`src/rtl/repl_write_ctrl_pkg.sv`:
```
// rtl/repl_write_ctrl_pkg.sv - shared constants and state encoding for the replicated-bank write controller
package repl_write_ctrl_pkg;

    localparam int BLOCKSIZE_DEF  = 10;
    localparam int ADDR_W         = BLOCKSIZE_DEF + 1;
    localparam int DEPTH          = 2 << BLOCKSIZE_DEF;
    localparam int DATA_W         = 32;
    localparam int FIFO_DEPTH_DEF = 4;

    typedef enum logic {
        ST_CLEAR = 1'b0,
        ST_RUN   = 1'b1
    } state_t;

    // Width of the packed {addr, data} word held in the request FIFO
    function automatic int fifo_width(input int block_size);
        return block_size + 1 + DATA_W;
    endfunction

endpackage

```
`src/rtl/repl_write_ctrl_if.sv`:
```
// rtl/repl_write_ctrl_if.sv - upstream write request and bank broadcast bundle
interface repl_write_ctrl_if #(
    parameter int AW = repl_write_ctrl_pkg::ADDR_W
);
    logic          wr_valid;
    logic          wr_ready;
    logic [AW-1:0] wr_addr;
    logic [31:0]   wr_data;
    logic          en_w1;
    logic [AW-1:0] w1_addr;
    logic [31:0]   w1_din;
    logic          init_done;
    logic [31:0]   wr_count;

    // Upstream requester / observer of the bank write port
    modport master (
        output wr_valid, wr_addr, wr_data,
        input  wr_ready, en_w1, w1_addr, w1_din, init_done, wr_count
    );

    // Write controller side
    modport slave (
        input  wr_valid, wr_addr, wr_data,
        output wr_ready, en_w1, w1_addr, w1_din, init_done, wr_count
    );
endinterface

```
`src/rtl/repl_wfifo.sv`:
```
// rtl/repl_wfifo.sv - small synchronous FIFO buffering write requests
module repl_wfifo #(
    parameter int WIDTH = 43,
    parameter int DEPTH = 4
) (
    input  logic             clk,
    input  logic             rst,
    input  logic             push,
    input  logic [WIDTH-1:0] push_data,
    input  logic             pop,
    output logic [WIDTH-1:0] head_data,
    output logic             empty,
    output logic             full
);
    localparam int PW = $clog2(DEPTH);

    logic [WIDTH-1:0] mem [DEPTH];
    logic [PW-1:0]    wr_ptr;
    logic [PW-1:0]    rd_ptr;
    logic [PW:0]      occ;
    logic             push_ok;
    logic             pop_ok;

    // Overflow/underflow requests are ignored rather than corrupting state
    assign push_ok   = push && !full;
    assign pop_ok    = pop && !empty;
    assign empty     = (occ == '0);
    assign full      = (occ == (PW+1)'(DEPTH));
    assign head_data = mem[rd_ptr];

    // Storage array: no reset needed, occupancy qualifies every read
    always_ff @(posedge clk) begin
        if (push_ok) begin
            mem[wr_ptr] <= push_data;
        end
    end

    // Pointers wrap naturally because DEPTH is a power of two
    always_ff @(posedge clk) begin
        if (rst) begin
            wr_ptr <= '0;
            rd_ptr <= '0;
            occ    <= '0;
        end else begin
            if (push_ok) begin
                wr_ptr <= wr_ptr + PW'(1);
            end
            if (pop_ok) begin
                rd_ptr <= rd_ptr + PW'(1);
            end
            case ({push_ok, pop_ok})
                2'b10:   occ <= occ + (PW+1)'(1);
                2'b01:   occ <= occ - (PW+1)'(1);
                default: occ <= occ;
            endcase
        end
    end

endmodule

```
`src/rtl/repl_write_ctrl.sv`:
```
// rtl/repl_write_ctrl.sv - clears replicated banks after reset, then broadcasts queued writes
module repl_write_ctrl
    import repl_write_ctrl_pkg::*;
#(
    parameter int BLOCKSIZE  = BLOCKSIZE_DEF,
    parameter int FIFO_DEPTH = FIFO_DEPTH_DEF
) (
    input  logic             clk,
    input  logic             rst,
    repl_write_ctrl_if.slave bus
);
    localparam int AW     = BLOCKSIZE + 1;
    localparam int NWORDS = 2 << BLOCKSIZE;
    localparam int FW     = fifo_width(BLOCKSIZE);
    localparam logic [AW-1:0] LAST_ADDR = AW'(NWORDS - 1);

    state_t        state_q;
    state_t        state_d;
    logic [AW-1:0] clr_cnt_q;
    logic [AW-1:0] clr_cnt_d;
    logic          en_q;
    logic          en_d;
    logic [AW-1:0] addr_q;
    logic [AW-1:0] addr_d;
    logic [31:0]   din_q;
    logic [31:0]   din_d;
    logic [31:0]   cnt_q;
    logic [31:0]   cnt_d;
    logic          init_q;
    logic          init_d;
    logic          ready_en_q;

    logic          fifo_push;
    logic          fifo_pop;
    logic [FW-1:0] fifo_head;
    logic          fifo_empty;
    logic          fifo_full;
    logic          wr_ready_int;

    // ready_en_q holds wr_ready low through reset; otherwise ready tracks registered occupancy
    assign wr_ready_int = ready_en_q && !fifo_full;
    assign fifo_push    = bus.wr_valid && wr_ready_int;

    assign bus.wr_ready  = wr_ready_int;
    assign bus.en_w1     = en_q;
    assign bus.w1_addr   = addr_q;
    assign bus.w1_din    = din_q;
    assign bus.init_done = init_q;
    assign bus.wr_count  = cnt_q;

    repl_wfifo #(
        .WIDTH (FW),
        .DEPTH (FIFO_DEPTH)
    ) u_wfifo (
        .clk       (clk),
        .rst       (rst),
        .push      (fifo_push),
        .push_data ({bus.wr_addr, bus.wr_data}),
        .pop       (fifo_pop),
        .head_data (fifo_head),
        .empty     (fifo_empty),
        .full      (fifo_full)
    );

    // Next state and next bank-port values; requests wait in the FIFO until the sweep ends
    always_comb begin
        state_d   = state_q;
        clr_cnt_d = clr_cnt_q;
        en_d      = 1'b0;
        addr_d    = addr_q;
        din_d     = din_q;
        cnt_d     = cnt_q;
        fifo_pop  = 1'b0;
        init_d    = init_q || (state_q == ST_RUN);
        case (state_q)
            ST_CLEAR: begin
                en_d   = 1'b1;
                addr_d = clr_cnt_q;
                din_d  = '0;
                if (clr_cnt_q == LAST_ADDR) begin
                    state_d = ST_RUN;
                end else begin
                    clr_cnt_d = clr_cnt_q + AW'(1);
                end
            end
            ST_RUN: begin
                if (!fifo_empty) begin
                    en_d     = 1'b1;
                    addr_d   = fifo_head[FW-1:32];
                    din_d    = fifo_head[31:0];
                    fifo_pop = 1'b1;
                    cnt_d    = cnt_q + 32'd1;
                end
            end
            default: begin
                state_d = ST_CLEAR;
            end
        endcase
    end

    // FSM state register
    always_ff @(posedge clk) begin
        if (rst) begin
            state_q <= ST_CLEAR;
        end else begin
            state_q <= state_d;
        end
    end

    // Registered bank port, sweep counter, commit counter and status
    always_ff @(posedge clk) begin
        if (rst) begin
            clr_cnt_q  <= '0;
            en_q       <= 1'b0;
            addr_q     <= '0;
            din_q      <= '0;
            cnt_q      <= '0;
            init_q     <= 1'b0;
            ready_en_q <= 1'b0;
        end else begin
            clr_cnt_q  <= clr_cnt_d;
            en_q       <= en_d;
            addr_q     <= addr_d;
            din_q      <= din_d;
            cnt_q      <= cnt_d;
            init_q     <= init_d;
            ready_en_q <= 1'b1;
        end
    end

endmodule

```
`src/flat_wrapper.sv`:
```
// flat-port wrapper written by rule: the top's interface ports become plain ports
module repl_write_ctrl_flat import repl_write_ctrl_pkg::*;
#(
    parameter int BLOCKSIZE  = BLOCKSIZE_DEF,
    parameter int FIFO_DEPTH = FIFO_DEPTH_DEF
)
  (clk, rst, bus_wr_valid, bus_wr_addr, bus_wr_data, bus_wr_ready, bus_en_w1, bus_w1_addr, bus_w1_din, bus_init_done, bus_wr_count);
  repl_write_ctrl_if bus_i ();
  input  logic clk;
  input  logic rst;
  input wire logic [$bits(bus_i.wr_valid)-1:0] bus_wr_valid;
  input wire logic [$bits(bus_i.wr_addr)-1:0] bus_wr_addr;
  input wire logic [$bits(bus_i.wr_data)-1:0] bus_wr_data;
  output wire logic [$bits(bus_i.wr_ready)-1:0] bus_wr_ready;
  output wire logic [$bits(bus_i.en_w1)-1:0] bus_en_w1;
  output wire logic [$bits(bus_i.w1_addr)-1:0] bus_w1_addr;
  output wire logic [$bits(bus_i.w1_din)-1:0] bus_w1_din;
  output wire logic [$bits(bus_i.init_done)-1:0] bus_init_done;
  output wire logic [$bits(bus_i.wr_count)-1:0] bus_wr_count;
  assign bus_i.wr_valid = bus_wr_valid;
  assign bus_i.wr_addr = bus_wr_addr;
  assign bus_i.wr_data = bus_wr_data;
  assign bus_wr_ready = bus_i.wr_ready;
  assign bus_en_w1 = bus_i.en_w1;
  assign bus_w1_addr = bus_i.w1_addr;
  assign bus_w1_din = bus_i.w1_din;
  assign bus_init_done = bus_i.init_done;
  assign bus_wr_count = bus_i.wr_count;
  repl_write_ctrl #(.BLOCKSIZE(BLOCKSIZE), .FIFO_DEPTH(FIFO_DEPTH)) u_core (.clk(clk), .rst(rst), .bus(bus_i));
endmodule
```
`config.mk`:
```
export PLATFORM = sky130hd
export DESIGN_NAME = repl_write_ctrl_flat
export DESIGN_NICKNAME = d
export VERILOG_FILES = /design/src/rtl/repl_write_ctrl_pkg.sv /design/src/rtl/repl_write_ctrl_if.sv /design/src/rtl/repl_wfifo.sv /design/src/rtl/repl_write_ctrl.sv /design/src/flat_wrapper.sv
export SDC_FILE = /design/constraint.sdc
export NUM_CORES = 1
export LEC_CHECK = 0
export CORE_MARGIN = 3
export CORE_UTILIZATION = 35
export DETAILED_ROUTE_END_ITERATION = 10
export GPL_TIMING_DRIVEN = 0
export PLACE_DENSITY = 0.59
export SYNTH_ARGS = -nofsm -noshare
export SYNTH_HDL_FRONTEND = slang
export SYNTH_SLANG_ARGS = --single-unit
```
`constraint.sdc`:
```
create_clock -name clk -period 4.6 [get_ports clk]
set_clock_uncertainty 0.1 [all_clocks]
set_input_delay 0.92 -clock clk [delete_from_list [all_inputs] [get_ports clk]]
set_output_delay 0.92 -clock clk [all_outputs]
set_load 0.05 [all_outputs]
```
# Yosys cells after proc, flatten, opt, wreduce, memory -nomap -nowiden
# Memories as Yosys holds them, arrays and structs flattened. A register that Yosys moved wholly into a read port is not among the register bits.
# Cells that the tools add are included.
# totals
elab_cells	52
ff_bits	97
ramBits	172
n_memories	1
inputBits	46
# mem_list
name	depth	width	rd	rd_clocked_by_memory_dff	wr	line	rtl
u_core.u_wfifo.mem	4	43	1	1	1	repl_wfifo.sv:17	logic [WIDTH-1:0] mem [DEPTH];
# op_classes
n_eq_ne	5
n_addsub	6
muxes	15
bitwise_logic	3
reduce_logical	11
# op_table
operator	count
$pmux 32 s2	1
$add 32x1->32 const B	1
$mux 32	1
$pmux 11 s2	1
$add 11x1->11 const B	1
$eq 11x11->1 const B	1
$mux 11	1
$mux 1	7
$pmux 3 s2	1
$add 2x1->2 const B	2
$logic_and 1x1->1	4
$mux 2	2
$reduce_and 2->1	2
$add 3x1->3 const B	1
$eq 3x3->1 const B	1
$logic_not 3->1	1
$not 1->1	3
$sub 3x1->3 const B	1
$eq 2x1->1 const B	1
$eq 2x2->1 const B	1
$logic_not 1->1	2
$ne 2x2->1 const B	1
$pmux 1 s2	1
$reduce_bool 2->1	1
$logic_or 1x1->1	1

# Longest topological paths before layout
# depth
depth_word	7
ltp_mapped	9

# Cells and area by module
# From an unflattened synthesis, not the netlist that was laid out.
# unflattened
hier_cells	681
hier_area_um2	10496.3
# by_module_without_submodules
mod	area_each_um2	cells_each	n_inst
repl_wfifo	6747.7	279	1
repl_write_ctrl	3748.6	402	1

# Worst setup path after synthesis
# OpenSTA, ideal clock, no wires.
# synth_path
kind	reg2reg
startpoint	reg u_core.u_wfifo.occ[0]
endpoint	mem u_core.u_wfifo.mem[1][0], enable pin
path_slack_ns	1.982
t_arrival_ns	2.113
synth_period_minus_slack_ns	2.618
path_stages_with_launch	3
cell_sequence	dfxtp_1 o31a_1 and3_1
# synth_between
elab_chain_cells	7
# synth_lines
item	line	rtl
from (decl)	repl_wfifo.sv:20	logic [PW:0] occ;
from (signal assigned)	repl_wfifo.sv:52	2'b10: occ <= occ + (PW+1)'(1);
from (signal assigned)	repl_wfifo.sv:53	2'b01: occ <= occ - (PW+1)'(1);
$eq 3x3->1	repl_wfifo.sv:28	assign full = (occ == (PW+1)'(DEPTH));
$logic_not 1->1	repl_write_ctrl.sv:41	assign wr_ready_int = ready_en_q && !fifo_full;
$logic_and 1x1->1	repl_write_ctrl.sv:41	
via bus_wr_ready	flat_wrapper.sv:14	output wire logic [$bits(bus_i.wr_ready)-1:0] bus_wr_ready;
$logic_and 1x1->1	repl_write_ctrl.sv:42	assign fifo_push = bus.wr_valid && wr_ready_int;
$logic_and 1x1->1	repl_wfifo.sv:25	assign push_ok = push && !full;
$mux 1	repl_wfifo.sv:33	if (push_ok) begin
$mux 1 (implied by the code)	repl_wfifo.sv:34	mem[wr_ptr] <= push_data;
to (decl)	repl_wfifo.sv:17	
# The timed path passes the listed nets, and every way through them passes these cells.

# Worst setup path after layout
# layout_path
startpoint	reg u_core.u_wfifo.occ[2]
endpoint	out bus_wr_ready
# layout_between
elab_chain_cells	3
# layout_lines
item	line
$eq 3x3->1	repl_wfifo.sv:28
$logic_not 1->1	repl_write_ctrl.sv:41
$logic_and 1x1->1	repl_write_ctrl.sv:41
to (decl)	flat_wrapper.sv:14
# No other way between the ends.

==> flow_metrics.py <==
metrics = {
    "layout": {
        "antenna-diode-count": 0,
        "drive_gt1_share_pct": 13.3,
        "area_growth_pct": 26.8,
        "fin_nets": 882,
        "multi_input_area_um2": 2930,
        "n_fill_cell": 2639,
        "seqCellArea_um2": 7150,
        "utilization_pct": 45.2,
    },
    "sta": {
        "rsz0062_at_grt": "no",
        "fmax_mhz": 318,
        "finalHoldViolations": 0,
        "fin_crit_ps": 3140,
        "setup_viol": 0,
        "worstMarginPinSlew_ps": 866,
        "finalMaxSlewViolations": 0,
        "slew_headroom_pct": 41.5,
        "fin_crit_sh_pct": 68.3,
        "finalSetupTns_ps": 0,
    },
    "pwr": {
        "leakage_nw": 4.16,
        "power.share.clock_pct": 45.3,
        "seqPwrFrac_pct": 51.4,
        "switching_share_pct": 19.8,
        "internal_power_w": 0.00412,
        "p_switching_w": 0.00102,
        "peakVddDrop_v": 0.000252,
        "combPwrFrac_pct": 3.3,
        "power.density_nw_per_um2": 394,
    },
    "die": {
        "die_w_um": 177,
        "dieHeight_um": 177,
        "start_util_pct": 35.7,
        "ioPinCount": 124,
        "coreArea_um2": 28900,
        "die-area_um2": 31500,
        "std_cell_rows": 62,
    },
    "clocking": {
        "cts_tree": "yes",
        "worstSkewPairLatency_ps": 530,
        "hold_buffers": 0,
        "root_buffer": "clkbuf_16",
        "htree_levels": 1,
        "post_cts.repair.setup_buffers": 0,
        "tritoncts.num_buffers": 29,
        "cts_num_sinks": 271,
        "cts_buffer_depth": 3,
        "cts_resized": 0,
        "cts.reportedPaths.clkPinSlew_ps": 60,
    },
    "job": {
        "cap_violations": 0,
    },
    "synth": {
        "synth_top_area_share_pct": 50.2,
        "synth_warnings": 0,
        "ys_seq_area_share_pct": 69.4,
        "synthTopCellsByCount": "edfxtp_1 (172), dfxtp_1 (99), mux4_2 (43)",
        "synth_area_um2": 10300,
        "async_reset_ff_share_pct": 0,
        "syn_avg_cell_area_um2": 15.4,
        "ys_types": 49,
        "yosys-top-cells-area": "edfxtp_1 (50%), dfxtp_1 (19%), mux4_2 (9.4%)",
        "synth_seq_cells": 271,
        "postSynthCellCount": 670,
        "yosys.area.top_type": "edfxtp_1",
        "synthFlopType": "edfxtp_1",
        "synth.most_common_cell": "edfxtp_1",
        "synth_enable_flop_cells": 172,
        "synth_nets": 724,
    },
    "min_path": {
        "hold_class": "reg -> reg",
    },
    "route": {
        "vias": 6242,
        "via_per_inst": 5.06,
        "routed_wl_mm": 22.3,
        "drtPass1Iterations": 5,
        "wl_per_cell_um": 18.1,
        "drtIter0Drc": 335,
        "drtAntennaViolNets": 0,
        "drc": 0,
    },
    "worst_setup_path": {
        "path_class": "reg -> out",
        "worstSetupStartpointType": "flip-flop",
        "cp-end-kind": "output port",
        "critPathRequiredTime_ps": 3580,
        "crit_arrival_ps": 2120,
        "path_max_fanout": 6,
    },
    "global_route": {
        "grt_start_max_net_pins": 31,
        "antenna_found_initial": 2,
        "overflow": 0,
        "grt_pass1_vias": 6354,
        "grt_usage_pct": 14.2,
        "grt_first_pass_wirelength_mm": 35.1,
    },
    "place": {
        "place_hpwl_mm": 14.5,
        "io_buffer_count": 123,
        "gp_congestion": 0.809,
    },
    "outcome": {
        "outcome": "complete, no violations",
    },
}
## layer usage
metal / global-route usage [%] / vias up / share of wire (%)
li1: - / 2954 / -
met5: 0 / - / 0.12
met4: 3.30 / 4 / 1.8
met3: 3.66 / 38 / 6.9
met1: 18.6 / 3084 / 44
met2: 23.6 / 162 / 47
## critical path: stages, from the launching register on
cell,delay [ps]
dfxtp_1,410
inv_1,80
o31a_1,350
clkdlybuf4s50_1,750
## layout by cell type, fill, tap and decap left out, drive strengths merged, types with 4 or more instances in the layout
cell / instances
edfxtp: 172
clkdlybuf4s50: 123
dfxtp: 99
clkbuf: 70
mux4: 43
nor2: 42
nand2: 39
a22o: 32
a21oi: 28
nand3: 20
or4: 17
o31ai: 16
buf: 16
inv: 15
a311oi: 12
nand4: 12
xor2: 11
and3: 9
o21ai: 8
ha: 7
or3: 7
and4: 7
clkinv: 5
xnor2: 4
## power groups by stage
stage / Clock [W] / Sequential [W] / Combinational, W
2_1_floorplan: 0 / 0.00270 / 0.0000720
3_3_place_gp: 0 / 0.00269 / 0.000165
3_5_place_dp: 0 / 0.00269 / 0.000173
4_1_cts: 0.00240 / 0.00264 / 0.000174
5_1_grt: 0.00250 / 0.00264 / 0.000186
6_report: 0.00233 / 0.00264 / 0.000169
## through the flow
stage	instance area (um^2)	std cells	worst slack [ps]	hold slack, ps	total power [W]
6_report	13100	1234	1460	377	0.00514
5_1_grt	13100	1234	1360	396	0.00533
4_1_cts	13100	1234	1420	380	0.00521
3_5_place_dp	12100	1181	1360	360	0.00287
3_3_place_gp	12000	1177	599	359	0.00286
2_1_floorplan	10300	670	1980	369	0.00277
## final timing paths
| check | from | endpoint | slack [ps] | cells after the start |
|---|---|---|---|---|
| max | u_core.u_wfifo.occ[2] | bus_wr_ready | 1460 | 3 |
| min | u_core.bus.w1_din[9] | u_core.bus.w1_din[9] | 380 | 1 |
| max reg2reg | u_core.u_wfifo.occ[2] | u_core.u_wfifo.occ[2] | 1840 | 8 |
| min reg2reg | u_core.bus.w1_din[9] | u_core.bus.w1_din[9] | 380 | 1 |
## registers in the layout, summed over array words and instances (netlist names), named ones only
name and count:
u_core.clr_cnt_q 11, u_core.bus.w1_din 32, u_core.u_wfifo.wr_ptr 2, u_core.u_wfifo.rd_ptr 2
u_core.u_wfifo.mem 172, u_core.bus.w1_addr 11, u_core.state_q 1, u_core.ready_en_q 1
u_core.bus.en_w1 1, u_core.u_wfifo.occ 3, u_core.bus.init_done 1, u_core.bus.wr_count 32
## layout make-up
type,instances,area share [%]
Multi-Input combinational cell,345,22.5
Inverter,15,0.431
Sequential cell,271,54.7
Clock inverter,10,0.977
Tap cell,384,3.68
Clock buffer,43,6.42
Buffer,39,1.26
Timing Repair Buffer,127,10.0
## logic make-up (layout without fill, tap and decap cells)
family	count (synthesis)	count (layout)	synth area share, %
and+or+nand+nor	164	164	8.33
xor gates and xnor gates	15	15	1.28
buffers and inverters	54	234	2.14
DFF	271	271	69.4
muxes	49	49	10.0
adders and majority gates	8	8	1.05
AOI/OAI and AO/OA	109	109	7.76
Note: power is estimated with default switching activity, not from simulation.
